## src/rtl/jno_branch_sequencer.sv

```systemverilog
// Multi-cycle fetch/decode/execute controller resolving JMP and JNO into the PC-mux select.
// Also produces the IR/PC/regfile strobes, a post-branch flush window, halt and a retired-instruction count.
//
//   state    | meaning
//   ---------+-----------------------------------------------------------
//   S_IDLE   | waiting for run
//   S_FETCH  | waiting for mem_ready; loads IR when it arrives
//   S_DECODE | samples opcode/ovf_flag, picks EXEC, BRANCH or HALT
//   S_EXEC   | PC+1 and register write (write suppressed for not-taken JNO)
//   S_BRANCH | PC loads the latched branch/jump target
//   S_FLUSH  | squashes the in-flight fetch for FLUSH_CYC cycles
//   S_HALT   | stopped until reset
module jno_branch_sequencer #(
   parameter int                 OPC_W     = 4,
   parameter int                 CNT_W     = 16,
   parameter logic [OPC_W-1:0]   JNO_OPC   = 4'b1100,
   parameter logic [OPC_W-1:0]   JMP_OPC   = 4'b1101,
   parameter logic [OPC_W-1:0]   HALT_OPC  = 4'b1111,
   parameter int                 FLUSH_CYC = 1
) (
   input  logic             clk,
   input  logic             rst,
   input  logic             run,
   input  logic             mem_ready,
   input  logic [OPC_W-1:0] opcode,
   input  logic             ovf_flag,
   output logic [1:0]       pc_sel,
   output logic             pc_load,
   output logic             ir_load,
   output logic             reg_we,
   output logic             flush,
   output logic             busy,
   output logic             halted,
   output logic [CNT_W-1:0] instr_count
);

   typedef enum logic [2:0] {
      S_IDLE, S_FETCH, S_DECODE, S_EXEC, S_BRANCH, S_FLUSH, S_HALT
   } state_t;

   localparam logic [1:0] SEL_INC = 2'b00;
   localparam logic [1:0] SEL_BR  = 2'b01;
   localparam logic [1:0] SEL_JMP = 2'b10;
   // Marks a not-taken JNO for EXEC; pc_sel is forced to 00 there, so 11 never leaves the block.
   localparam logic [1:0] SEL_NT  = 2'b11;
   localparam logic [3:0] FLUSH_LD = 4'(FLUSH_CYC);

   state_t     state, state_nxt;
   logic [1:0] sel_q, sel_nxt;
   logic [3:0] flush_cnt, flush_cnt_nxt;
   logic       cnt_inc;

   always_ff @(posedge clk or posedge rst) begin
      if (rst) begin
         state     <= S_IDLE;
         sel_q     <= SEL_INC;
         flush_cnt <= 4'd0;
      end else begin
         state     <= state_nxt;
         sel_q     <= sel_nxt;
         flush_cnt <= flush_cnt_nxt;
      end
   end

   always_comb begin
      state_nxt     = state;
      sel_nxt       = sel_q;
      flush_cnt_nxt = flush_cnt;
      case (state)
         S_IDLE:   if (run) state_nxt = S_FETCH;
         S_FETCH:  if (mem_ready) state_nxt = S_DECODE;
         S_DECODE: begin
            if (opcode == HALT_OPC) begin
               state_nxt = S_HALT;
            end else if (opcode == JMP_OPC) begin
               sel_nxt   = SEL_JMP;
               state_nxt = S_BRANCH;
            end else if (opcode == JNO_OPC && !ovf_flag) begin
               sel_nxt   = SEL_BR;
               state_nxt = S_BRANCH;
            end else if (opcode == JNO_OPC) begin
               sel_nxt   = SEL_NT;
               state_nxt = S_EXEC;
            end else begin
               sel_nxt   = SEL_INC;
               state_nxt = S_EXEC;
            end
         end
         S_EXEC:   state_nxt = S_FETCH;
         S_BRANCH: begin
            flush_cnt_nxt = FLUSH_LD;
            state_nxt     = S_FLUSH;
         end
         S_FLUSH: begin
            if (flush_cnt <= 4'd1) begin
               flush_cnt_nxt = 4'd0;
               state_nxt     = S_FETCH;
            end else begin
               flush_cnt_nxt = flush_cnt - 4'd1;
            end
         end
         S_HALT:   state_nxt = S_HALT;
         default:  state_nxt = S_IDLE;
      endcase
   end

   always_comb begin
      pc_sel  = SEL_INC;
      pc_load = 1'b0;
      ir_load = 1'b0;
      reg_we  = 1'b0;
      flush   = 1'b0;
      busy    = 1'b0;
      halted  = 1'b0;
      case (state)
         S_FETCH: begin
            busy    = 1'b1;
            ir_load = mem_ready;
         end
         S_DECODE: busy = 1'b1;
         S_EXEC: begin
            busy    = 1'b1;
            pc_load = 1'b1;
            reg_we  = (sel_q != SEL_NT);
         end
         S_BRANCH: begin
            busy    = 1'b1;
            pc_load = 1'b1;
            pc_sel  = sel_q;
         end
         S_FLUSH: begin
            busy  = 1'b1;
            flush = 1'b1;
         end
         S_HALT:  halted = 1'b1;
         default: ;
      endcase
   end

   // Every DECODE exit except HALT retires an instruction.
   assign cnt_inc = (state == S_DECODE) && (opcode != HALT_OPC);

   always_ff @(posedge clk or posedge rst) begin
      if (rst) begin
         instr_count <= '0;
      end else if (cnt_inc && (instr_count != {CNT_W{1'b1}})) begin
         instr_count <= instr_count + 1'b1;
      end
   end

endmodule

```

## config.mk

```make
export PLATFORM = sky130hd
export DESIGN_NAME = jno_branch_sequencer
export DESIGN_NICKNAME = d
export VERILOG_FILES = /design/src/rtl/jno_branch_sequencer.sv
export SDC_FILE = /design/constraint.sdc
export NUM_CORES = 1
export LEC_CHECK = 0
export ABC_AREA = 1
export BUFFER_PORTS_ARGS = -buffer_cell sky130_fd_sc_hd__buf_4
export CORE_ASPECT_RATIO = 2
export CORE_MARGIN = 10
export CORE_UTILIZATION = 45
export CTS_CLUSTER_DIAMETER = 200
export CTS_CLUSTER_SIZE = 24
export DETAILED_ROUTE_END_ITERATION = 16
export PLACE_DENSITY = 0.67
export SYNTH_ARGS = -nofsm -noshare
export SYNTH_HDL_FRONTEND = slang
export SYNTH_SLANG_ARGS = --single-unit
```

## constraint.sdc

```tcl
create_clock -name clk -period 2 [get_ports clk]
set_clock_uncertainty 0.05 [all_clocks]
set_input_delay 0 -clock clk [delete_from_list [all_inputs] [get_ports clk]]
set_output_delay 0 -clock clk [all_outputs]
set_load 0.02 [all_outputs]
```

## Yosys cells after proc, flatten, opt, wreduce, memory -nomap -nowiden

Index checks and enable logic that the tools add are counted.

- Add/subtract/negate cells: 2
- Magnitude comparators: 1
- Equal/unequal tests: 15
- Mux-type cells: 19
- Bitwise operators: 1
- Reductions and logical operators: 10

Operators with widths:

| cell | number |
|---|---|
| $pmux W3 S7 | 1 |
| $mux W3 | 6 |
| $add A16 B1 Y16 const B | 1 |
| $ne A16 B16 Y1 const B | 1 |
| $eq A4 B4 Y1 const B | 3 |
| $eq A3 B3 Y1 const B | 3 |
| $mux W2 | 4 |
| $ne A2 B2 Y1 const B | 4 |
| $pmux W4 S2 | 1 |
| $eq A3 B2 Y1 const B | 2 |
| $mux W1 | 6 |
| $reduce_or A5 Y1 | 1 |
| $le A4 B1 Y1 const B | 1 |
| $mux W4 | 1 |
| $ne A4 B4 Y1 const B | 1 |
| $sub A4 B1 Y4 const B | 1 |
| $eq A3 B1 Y1 const B | 1 |
| $logic_and A1 B1 Y1 | 3 |
| $logic_not A3 Y1 | 1 |
| $reduce_and A3 Y1 | 1 |
| $reduce_and A2 Y1 | 1 |
| $reduce_bool A2 Y1 | 1 |
| $reduce_or A2 Y1 | 1 |
| $logic_not A1 Y1 | 1 |
| $not A1 Y1 | 1 |

- Register bits: 25
- Bits of input ports: 9
- Output and inout port bits: 24
- Logic and storage cells: 52

## Depth between registers and ports, before layout

Gate-level depths: netlist of the first run.

- Depth in word-level cells: 6
- Mapped depth: 9
- Depth with buffers taken out: 9

## Least setup slack after synthesis of the first run

Ideal clock, no wire load.

- Path kind: reg2reg
- Start: reg instr_count[0]
- End: reg instr_count[3]
- Library setup time: 119 ps
- Arrival time: 1,528 ps
- Data required time: 1,831 ps
- Setup slack: 303 ps
- Cell stages (with the launch flop): 10
- Path buffers: 1
- Clock period less this slack: 1,697 ps
- Cells stage by stage: dfrtp_1 ha_1 inv_2 nor2_4 nand2_4 nor2_4 nor2_4 buf_12 nand2_2 o21ai_2

- Word-level cells in the longest chain between the ends: 2
- Elaborated cells on any way between the ends: 3
- Classes of those cells: 1 x add/sub; 1 x eq/ne; 1 x reduce/logical

RTL lines:

| item | line | RTL |
|---|---|---|
| start: declaration | 34 | `output logic [CNT_W-1:0] instr_count` |
| start signal: assignment | 147 | `instr_count <= instr_count + 1'b1;` |
| branches (longest 2 deep; another with $add A16 B1 Y16) | - |  |

Parallel ways; which one is timed is not known.
A chain may end at the register's enable or synchronous reset.

## Final worst setup path of the first run

- Start: reg instr_count[0]
- End: reg instr_count[14]

Same word-level chain as after synthesis.

==> results of run 1 <==
-- cell usage after synthesis --
| master | instances | area, um2 |
|---|---|---|
| nand2_1 | 86 | 323 |
| nor2_1 | 28 | 105 |
| dfrtp_1 | 25 | 626 |
| inv_1 | 25 | 93.8 |
| nand3_1 | 13 | 65.1 |
| o21ai_0 | 8 | 40.0 |
| o21ai_2 | 8 | 70.1 |
| nand2_2 | 6 | 37.5 |
| nand4_1 | 6 | 37.5 |
| nor2_4 | 5 | 56.3 |
| xor2_1 | 5 | 43.8 |
| a21oi_1 | 3 | 15.0 |
| ha_1 | 3 | 37.5 |
| inv_2 | 3 | 11.3 |
| a21boi_0 | 1 | 7.51 |
| a22oi_1 | 1 | 7.51 |
| a31oi_1 | 1 | 6.26 |
| buf_12 | 1 | 20.0 |
| buf_6 | 1 | 11.3 |
| nand2_4 | 1 | 11.3 |
| nand3_2 | 1 | 10.0 |
| nand3b_1 | 1 | 7.51 |
| nor3b_1 | 1 | 7.51 |
| o211ai_1 | 1 | 7.51 |
| o22ai_1 | 1 | 6.26 |
-- through the flow --
stage               hold WS, ns  power, mW  util [%]
global route             0.0462       2.81      58.4
CTS                      0.0164       2.61      58.3
global placement         0.0395       2.27      55.9
detailed placement       0.0385       2.29      55.9
finish                   0.0126       2.58      58.4
floorplan               -0.0227       1.78         -
-- layout make-up --
cell class	instances	area (um2)	area share, %
repair buffers	47	363	17.2
inverters	28	105	4.99
flip-flops and latches	25	626	29.7
multi-input cells	181	908	43.1
well taps	49	61.3	2.91
clock buffers	4	45.0	2.14
-- per-layer routing --
| metal | track usage [%] | share of wire, % | vias to the layer above |
|---|---|---|---|
| met3 | 2.52 | 3.7 | 5 |
| met2 | 28.2 | 59 | 31 |
| met1 | 12.4 | 36 | 757 |
| li1 | - | - | 841 |
| met4 | 5.14 | 1.5 | 0 |
| met5 | 0 | 0 | - |
-- logic make-up (layout without fill, tap and decap cells) --
| family | Yosys count | in the layout | synth area share [%] |
|---|---|---|---|
| xor+xnor | 5 | 5 | 2.63 |
| simple gates | 148 | 149 | 39.7 |
| flops | 25 | 25 | 37.6 |
| buf+inv | 30 | 79 | 8.20 |
| compound gates | 24 | 24 | 9.63 |
| fa+ha+maj | 3 | 3 | 2.26 |
-- critical path: stages, from the launching register on --
cell	delay [ns]
dfrtp_1	0.40
ha_1	0.24
inv_2	0.08
nor2_4	0.06
nand2_4	0.07
nor2_4	0.05
nor2_2	0.59
nand2_1	0.11
nand2_1	0.08
-- repair_timing --
| item | in CTS | in global routing |
|---|---|---|
| setup endpoints to repair | 0 | 8 |
| buffers inserted | 0 | 0 |
| endpoints found under the hold margin | 27 | 0 |
| hold buffers | 4 | 0 |
-- power breakdown --
part           internal [mW]  switching (mW)  total (mW)
sequential             0.687           0.175       0.862
clock                  0.143           0.164       0.307
combinational          0.551           0.865        1.42
-- state kept, by name, indices dropped and copies added (netlist names) --
| name | flops |
|---|---|
| instr_count | 16 |
| flush_cnt | 4 |
| state | 3 |
| sel_q | 2 |
-- path summary, 6_finish.rpt --
path	startpoint	to	slack, ns	depth (start not counted)
max in group asynchronous	rst	instr_count[13]	1.35	4
max	instr_count[0]	instr_count[14]	0.21	8
max reg2reg	instr_count[0]	instr_count[14]	0.21	8
min reg2reg	instr_count[14]	instr_count[14]	0.51	2
min in group asynchronous	rst	state[0]	0.30	4
min	opcode[1]	sel_q[0]	0.01	4
==> flow_metrics.env, run 1 <==
export IMPL_arrival_ns=1.96
export IMPL_n_fill_cell=374
export IMPL_dp_cells=325
export IMPL_antennaDiodeCount=0
export IMPL_syn_instance_count=235
export IMPL_period_share_pct=89.6
export IMPL_finalSetupViolCount=0
export IMPL_fmax_mhz=558
export IMPL_gp_congestion=0.791
export IMPL_final_area_um2=2110
export IMPL_layout_common_cells="nand2_1 (86), buf_4 (43), nor2_1 (28), inv_1 (25), dfrtp_1 (25)"
export IMPL_grt_pass1_wl_um=7550
export IMPL_finalHoldViolations=0
export IMPL_peakVddDrop_v=0.000942
export IMPL_core_um2=3610
export IMPL_initial_utilization_pct=46.1
export IMPL_routedWlPerCell_um=13.3
export IMPL_crit_path_end_kind="flip-flop"
export IMPL_yosysSeqAreaShare_pct=37.6
export IMPL_cts_sinks=25
export IMPL_placementRows=31
export IMPL_syn_avg_cell_area_um2=7.08
export IMPL_fin_cells=334
export IMPL_worstHoldPathType="input port to flip-flop"
export IMPL_drt_pass1_iterations=4
export IMPL_setup_slack_ns=0.208
export IMPL_cts_clk_slew_worst_paths_ns=0.09
export IMPL_grt_overflow_total=0
export IMPL_track_usage_pct=13.7
export IMPL_pre_cts_ws_ns=0.0282
export IMPL_leakagePower_nw=1.07
export IMPL_critPathRequiredTime_ns=2.17
export IMPL_cts_root_buf="clkbuf_8"
export IMPL_ant_nets=0
export IMPL_finalWirelength_um=4440
export IMPL_grt_max_degree=26
export IMPL_powerDensity_nw_per_um2=1230
export IMPL_syn_area_um2=1660
export IMPL_first_global_vias=1653
export IMPL_relSlewSlack_pct=49.8
export IMPL_final_common_cell="nand2_1"
export IMPL_crit_path_start_kind="flip-flop"
export IMPL_period_minus_slack_ns=1.79
export IMPL_antenna_found_initial=0
export IMPL_syn_num_nets=247
export IMPL_route_detailed_drc=0
export IMPL_pin_count=33
export IMPL_drv_slew=0
export IMPL_dpl_cell_area_um2=2020
export IMPL_synth_seq_cells=25
export IMPL_ys_types=25
export IMPL_critPathKind="flip-flop to flip-flop"
export IMPL_final_net_count=298
export IMPL_cts_tree="done"
export IMPL_viasPerCell=4.89
export IMPL_vias=1634
export IMPL_cts_buffer_depth=2
export IMPL_crit_fanout=12
export IMPL_cts_repair_resized=0
export IMPL_worst_slew_pin_transition_ns=0.753
export IMPL_htreeDepth=1
export IMPL_cts_buffers=3
export IMPL_die_w_um=63
export IMPL_portBuffers=32
export IMPL_chipHeight_um=106
export IMPL_drive_gt1_share_pct=24.9
export IMPL_maxCapViolations=0
export IMPL_rsz0062_at_grt="no"
export IMPL_drtIter0Drc=25
export IMPL_place_detailed_hpwl_um=3450
export IMPL_die_area_um2=6680
export IMPL_area_growth_pct=26.7
export IMPL_yosys_warnings=0
export IMPL_final_setup_tns_ns=0
export IMPL_clkLatencyLatePin_ns=0.27
export IMPL_outcome="complete, no violations"
No activity file was read; power rests on OpenSTA's default activity.
==> run 2, diff against run 1 <==
- ABC_AREA: 1 -> default
- PLACE_DENSITY: 0.67 -> 0.69
==> run 2 against run 1 <==
- final area is 14% lower
- sequential share of layout area is 4.7 points higher
- worst hold slack improved by 0.041 ns
- flip-flop and latch count unchanged
- non-clock buffer count down 1
- die area down 13%
- sequential power fell by 15%
- clock power shrank 4%
- fmax fell by 4.4%
- core utilization increased by 2.6 points
- synthesized cell count fell by 39%
- critical endpoint is now instr_count[10]
==> flow_metrics.env, run 2 <==
export IMPL_synthArstFlopShare_pct=100
export IMPL_synthMuxAreaShare_pct=3.52
export IMPL_cts_tree="done"
export IMPL_dpl_cell_area_um2=1700
export IMPL_synth_top_area_cell="dfrtp_1"
export IMPL_track_usage_pct=13.2
export IMPL_internal_power_mw=1.15
export IMPL_seqPwrFrac_pct=39.0
export IMPL_peakVddDrop_v=0.000617
export IMPL_synth_edf_count=0
export IMPL_yosysSeqAreaShare_pct=45.1
export IMPL_yosys_warnings=0
export IMPL_synth_seq_cells=25
export IMPL_syn_num_nets=155
export IMPL_grt_max_degree=26
export IMPL_rsz0062_at_grt="no"
export IMPL_route_detailed_drc=0
export IMPL_core_um2=2980
export IMPL_syn_instance_count=143
export IMPL_layout_common_cells="buf_4 (42), dfrtp_1 (25), nand2_1 (11), o21ai_0 (10), xnor2_1 (9)"
export IMPL_pin_count=33
export IMPL_drive_gt1_share_pct=29.1
export IMPL_grt_pass1_wl_um=6360
export IMPL_ant_nets=0
export IMPL_fmax_mhz=533
export IMPL_routedWlPerCell_um=16.5
export IMPL_synth_top_area_share_pct=45.1
export IMPL_synth_xor_area_share_pct=7.57
export IMPL_top_register="instr_count"
export IMPL_synth_compound_area_share_pct=13.1
export IMPL_portBuffers=32
export IMPL_cts_buffer_depth=2
export IMPL_final_area_um2=1820
export IMPL_cp_buffers_inverters=0
export IMPL_arrival_ns=1.98
export IMPL_finalSetupViolCount=0
export IMPL_p_sw_share_pct=39.0
export IMPL_drt_pass1_iterations=5
export IMPL_dp_cells=208
export IMPL_clkLatencyLatePin_ns=0.26
export IMPL_die_area_um2=5840
export IMPL_area_growth_pct=31.0
export IMPL_synthAdderAreaFrac_pct=2.71
export IMPL_htreeDepth=1
export IMPL_finalPower_mw=1.89
export IMPL_worst_slew_pin_transition_ns=0.371
export IMPL_reg_top3="instr_count (16), flush_cnt (4), state (3)"
export IMPL_ys_flop_type="dfrtp_1"
export IMPL_crit_fanout=4
export IMPL_vias=1284
export IMPL_final_net_count=202
export IMPL_switching_power_mw=0.736
export IMPL_slowest_delay_ns=0.44
export IMPL_first_global_vias=1427
export IMPL_finalHoldViolations=0
export IMPL_place_detailed_hpwl_um=2820
export IMPL_outcome="complete, no violations"
export IMPL_initial_utilization_pct=46.6
export IMPL_fin_util_pct=61.1
export IMPL_cp_slowest_cell="nor4_4"
export IMPL_die_w_um=59.3
export IMPL_final_common_cell="buf_4"
export IMPL_cts_clk_slew_worst_paths_ns=0.09
export IMPL_synthTopCellsByArea="dfrtp_1 (45%), xnor2_1 (5.7%), o21ai_0 (3.6%), nand4_1 (3.2%), nand2_1 (3.0%)"
export IMPL_regArea_um2=626
export IMPL_period_share_pct=93.8
export IMPL_critPathRequiredTime_ns=2.11
export IMPL_cts_buffers=3
export IMPL_synth_top_family_by_area="simple AND/OR/NAND/NOR gates"
export IMPL_n_fill_cell=237
export IMPL_crit_path_start_kind="flip-flop"
export IMPL_gp_congestion=0.859
export IMPL_period_minus_slack_ns=1.88
export IMPL_yosys_area_share_simple_pct=25.1
export IMPL_critPathKind="flip-flop to flip-flop"
export IMPL_combPwrFrac_pct=45.3
export IMPL_fin_cells=219
export IMPL_antennaDiodeCount=0
export IMPL_cts_sinks=25
export IMPL_cts_root_buf="clkbuf_8"
export IMPL_drtIter0Drc=32
export IMPL_placementRows=28
export IMPL_syn_area_um2=1390
export IMPL_final_setup_tns_ns=0
export IMPL_yosys_top_cells_count="dfrtp_1 (25), nand2_1 (11), o21ai_0 (10)"
export IMPL_chipHeight_um=98.5
export IMPL_drv_slew=0
export IMPL_syn_avg_cell_area_um2=9.70
export IMPL_yosysMostFrequentCell="dfrtp_1"
export IMPL_worstHoldPathType="input port to flip-flop"
export IMPL_powerDensity_nw_per_um2=1040
export IMPL_viasPerCell=5.86
export IMPL_largest_reg_flops=16
export IMPL_grt_overflow_total=0
export IMPL_path_delay_family="simple AND/OR/NAND/NOR gates"
export IMPL_ys_types=35
export IMPL_cp_cell_sequence="ha_2, nand4_1, nor4_4, nand3_2, mux2_4"
export IMPL_finalWirelength_um=3620
export IMPL_maxCapViolations=0
export IMPL_multi_input_area_um2=728
export IMPL_crit_path_end_kind="flip-flop"
export IMPL_antenna_found_initial=0
export IMPL_relSlewSlack_pct=74.6
export IMPL_clockPowerShare_pct=15.6
export IMPL_leakagePower_nw=0.852
## run 2: changes by cell type after synthesis, sizes merged, moves of 3 or more
cell	previous run	this run
nand2	93	11
nor2	33	8
nand3	14	5
mux2	0	4
nor3	0	7
and4	0	4
o2111ai	0	3
o21ai	16	11
nand2b	0	3
inv	28	7
and3	0	5
xnor2	0	9
clkbuf	0	4
## run 2: logic make-up (layout without fill, tap and decap cells)
kind of cell | after synthesis | count (layout)
DFF | 25 | 25
and+or+nand+nor | 60 | 60
xor gates and xnor gates | 12 | 12
adders and majority gates | 3 | 3
muxes | 4 | 4
buffers and inverters | 11 | 57
AOI/OAI and AO/OA | 28 | 28
## run 2: per-layer routing
metal  global-route usage [%]  part of all wire (%)
met3                     3.86                   7.0
met5                        0                     0
met4                     6.57                   2.3
met2                     23.2                    55
met1                     13.1                    36
## run 2: path summary, 6_finish.rpt
path                       slack, ns  cells past startpoint            from         endpoint
setup / recovery                0.12                      5  instr_count[0]  instr_count[10]
hold / removal                  0.05                      4             run         state[0]
setup reg to reg                0.12                      5  instr_count[0]  instr_count[10]
hold reg to reg                 0.46                      2    flush_cnt[1]     flush_cnt[1]
max in group asynchronous       1.37                      4             rst     flush_cnt[0]
min in group asynchronous       0.28                      4             rst         state[2]
## run 2: worst min-delay path, stage by stage
cell	delay [ns]
buf_4	0.07
or2_2	0.08
a21oi_1	0.05
o22ai_1	0.11
## run 2: metrics by stage
stage / hold slack [ns] / worst slack [ns]
floorplan: -0.0227 / 0.115
global placement: 0.0214 / 0.214
detailed placement: 0.0298 / 0.139
CTS: 0.0507 / 0.118
global route: 0.100 / 0.0169
finish: 0.0536 / 0.124
## run 2: final cells by class
| type | instances | share of cell area, % |
|---|---|---|
| Inverter | 7 | 1.45 |
| Tap cell | 30 | 2.06 |
| Multi-Input combinational cell | 107 | 40.1 |
| Sequential cell | 25 | 34.4 |
| Clock buffer | 4 | 2.48 |
| Timing Repair Buffer | 46 | 19.5 |
## run 2: repair_timing
action                                  4_1_cts  5_1_grt
buffers inserted                              0        3
hold buffers                                  4        0
endpoints found under the setup margin        0        1
gates resized for setup                       0        2
endpoints found under the hold margin        28        0
## run 2: power groups by stage
stage	combinational (mW)	sequential [mW]	clock, mW
after floorplan	0.480	0.781	0
after global placement	0.798	0.742	0
after detailed placement	0.817	0.751	0
after CTS	0.827	0.740	0.308
after global routing	0.952	0.758	0.327
final	0.857	0.737	0.296
==> run 3, diff against run 2 <==
==> constraint.sdc (replaced) <==
create_clock -name clk -period 2 [get_ports clk]
set_clock_uncertainty 0.05 [all_clocks]
set_input_delay 0.1 -clock clk [delete_from_list [all_inputs] [get_ports clk]]
set_output_delay 0.1 -clock clk [all_outputs]
set_load 0.02 [all_outputs]
==> run 3 against run 2 <==
- first-iteration DRC count shrank 75%
- die area is the same
- critical path depth is the same
- clock-buffer cell count is the same
- sequential power grew 0.8%
- total power shrank 1.9%
- worst hold slack lost 0.037 ns
- combinational power shrank 5.7%
- sequential share of layout area grew 1.0 points
- register-to-register slack is essentially flat
- clock power grew 2%
- critical endpoint unchanged
==> flow_metrics.env, run 3 (synthesis gave the netlist of run 2 again) <==
export IMPL_crit_path_start_kind="flip-flop"
export IMPL_crit_fanout=4
export IMPL_place_detailed_hpwl_um=2780
export IMPL_pin_count=33
export IMPL_arrival_ns=1.99
export IMPL_initial_utilization_pct=46.6
export IMPL_cts_buffer_depth=2
export IMPL_outcome="complete, no violations"
export IMPL_period_minus_slack_ns=1.88
export IMPL_htreeDepth=1
export IMPL_pre_cts_ws_ns=0.132
export IMPL_drive_gt1_share_pct=27.7
export IMPL_peakVddDrop_v=0.000622
export IMPL_leakagePower_nw=0.831
export IMPL_chipHeight_um=98.5
export IMPL_layout_common_cells="buf_4 (40), dfrtp_1 (25), nand2_1 (11), o21ai_0 (10), xnor2_1 (9)"
export IMPL_area_growth_pct=27.2
export IMPL_gp_congestion=0.859
export IMPL_reg_top3="instr_count (16), flush_cnt (4), state (3)"
export IMPL_cts_root_buf="clkbuf_8"
export IMPL_routedWlPerCell_um=16.1
export IMPL_grt_max_degree=26
export IMPL_period_share_pct=93.8
export IMPL_viasPerCell=5.76
export IMPL_drt_pass1_iterations=4
export IMPL_cts_sinks=25
export IMPL_cts_tree="done"
export IMPL_drv_slew=0
export IMPL_route_detailed_drc=0
export IMPL_slowest_delay_ns=0.41
export IMPL_ant_nets=0
export IMPL_n_fill_cell=259
export IMPL_finalHoldViolations=0
export IMPL_hold_ws_ns=0.0163
export IMPL_setup_slack_ns=0.124
export IMPL_track_usage_pct=12.7
export IMPL_first_global_vias=1350
export IMPL_fmax_mhz=533
export IMPL_critPathKind="flip-flop to flip-flop"
export IMPL_core_um2=2980
export IMPL_final_net_count=197
export IMPL_relSlewSlack_pct=73.6
export IMPL_cp_buffers_inverters=0
export IMPL_worstHoldPathType="input port to flip-flop"
export IMPL_largest_reg_flops=16
export IMPL_finalSetupViolCount=0
export IMPL_grt_pass1_wl_um=6070
export IMPL_powerDensity_nw_per_um2=1050
export IMPL_antennaDiodeCount=0
export IMPL_cts_clk_slew_worst_paths_ns=0.09
export IMPL_die_area_um2=5840
export IMPL_cp_cell_sequence="ha_1, nand4_1, nor4_4, nand3_1, mux2_4"
export IMPL_cts_buffers=3
export IMPL_drtIter0Drc=8
export IMPL_clkLatencyLatePin_ns=0.27
export IMPL_vias=1232
export IMPL_antenna_found_initial=0
export IMPL_die_w_um=59.3
export IMPL_worst_slew_pin_transition_ns=0.395
export IMPL_placementRows=28
export IMPL_finalWirelength_um=3440
export IMPL_cp_slowest_cell="dfrtp_1"
export IMPL_crit_path_end_kind="flip-flop"
export IMPL_critPathRequiredTime_ns=2.11
export IMPL_portBuffers=32
export IMPL_maxCapViolations=0
export IMPL_final_common_cell="buf_4"
export IMPL_top_register="instr_count"
export IMPL_cts_repair_resized=0
export IMPL_grt_overflow_total=0
export IMPL_path_delay_family="simple AND/OR/NAND/NOR gates"
==> run 3: cell type report <==
class                   instances  area [um2]  area share (%)
inverters                       7        26.3            1.49
clock buffers                   4        45.0            2.55
well taps                      30        37.5            2.13
flip-flops and latches         25         626            35.4
repair buffers                 41         310            17.6
multi-input cells             107         721            40.8
==> run 3: stage by stage <==
stage | util [%] | total power [mW] | area, um2 | std cells | TNS [ns]
2_1_floorplan | - | 1.26 | 1390 | 143 | 0
3_3_place_gp | 57.2 | 1.54 | 1700 | 208 | 0
3_5_place_dp | 57.2 | 1.57 | 1700 | 208 | 0
4_1_cts | 59.0 | 1.87 | 1760 | 213 | 0
5_1_grt | 59.3 | 1.99 | 1770 | 214 | -0.0219
6_report | 59.3 | 1.85 | 1770 | 214 | 0
==> run 3: path summary, 6_finish.rpt <==
| check | startpoint | end | depth (start not counted) | slack, ns |
|---|---|---|---|---|
| worst max-delay path | instr_count[0] | instr_count[10] | 5 | 0.12 |
| worst min-delay path | opcode[0] | sel_q[0] | 2 | 0.02 |
| worst max register to register | instr_count[0] | instr_count[10] | 5 | 0.12 |
| worst min register to register | flush_cnt[1] | flush_cnt[1] | 2 | 0.46 |
| max in group asynchronous | rst | instr_count[0] | 4 | 1.28 |
| min in group asynchronous | rst | state[1] | 4 | 0.37 |
==> run 3: power by group <==
part           internal [mW]  switching [mW]
combinational          0.360           0.448
clock                  0.143           0.160
sequential             0.621           0.122
==> run 3: timing repair <==
| action | 4_1_cts | 5_1_grt |
|---|---|---|
| setup endpoints to repair | 0 | 1 |
| buffers inserted | 0 | 1 |
| endpoints found under the hold margin | 25 | 0 |
| hold buffers | 1 | 0 |
==> run 3: layer usage <==
metal	global-route usage, %	share of wire [%]	up-vias
met5	0	0	-
met4	6.39	2.4	0
met3	3.60	6.4	9
met2	22.3	55	34
met1	12.7	36	586
li1	-	-	603
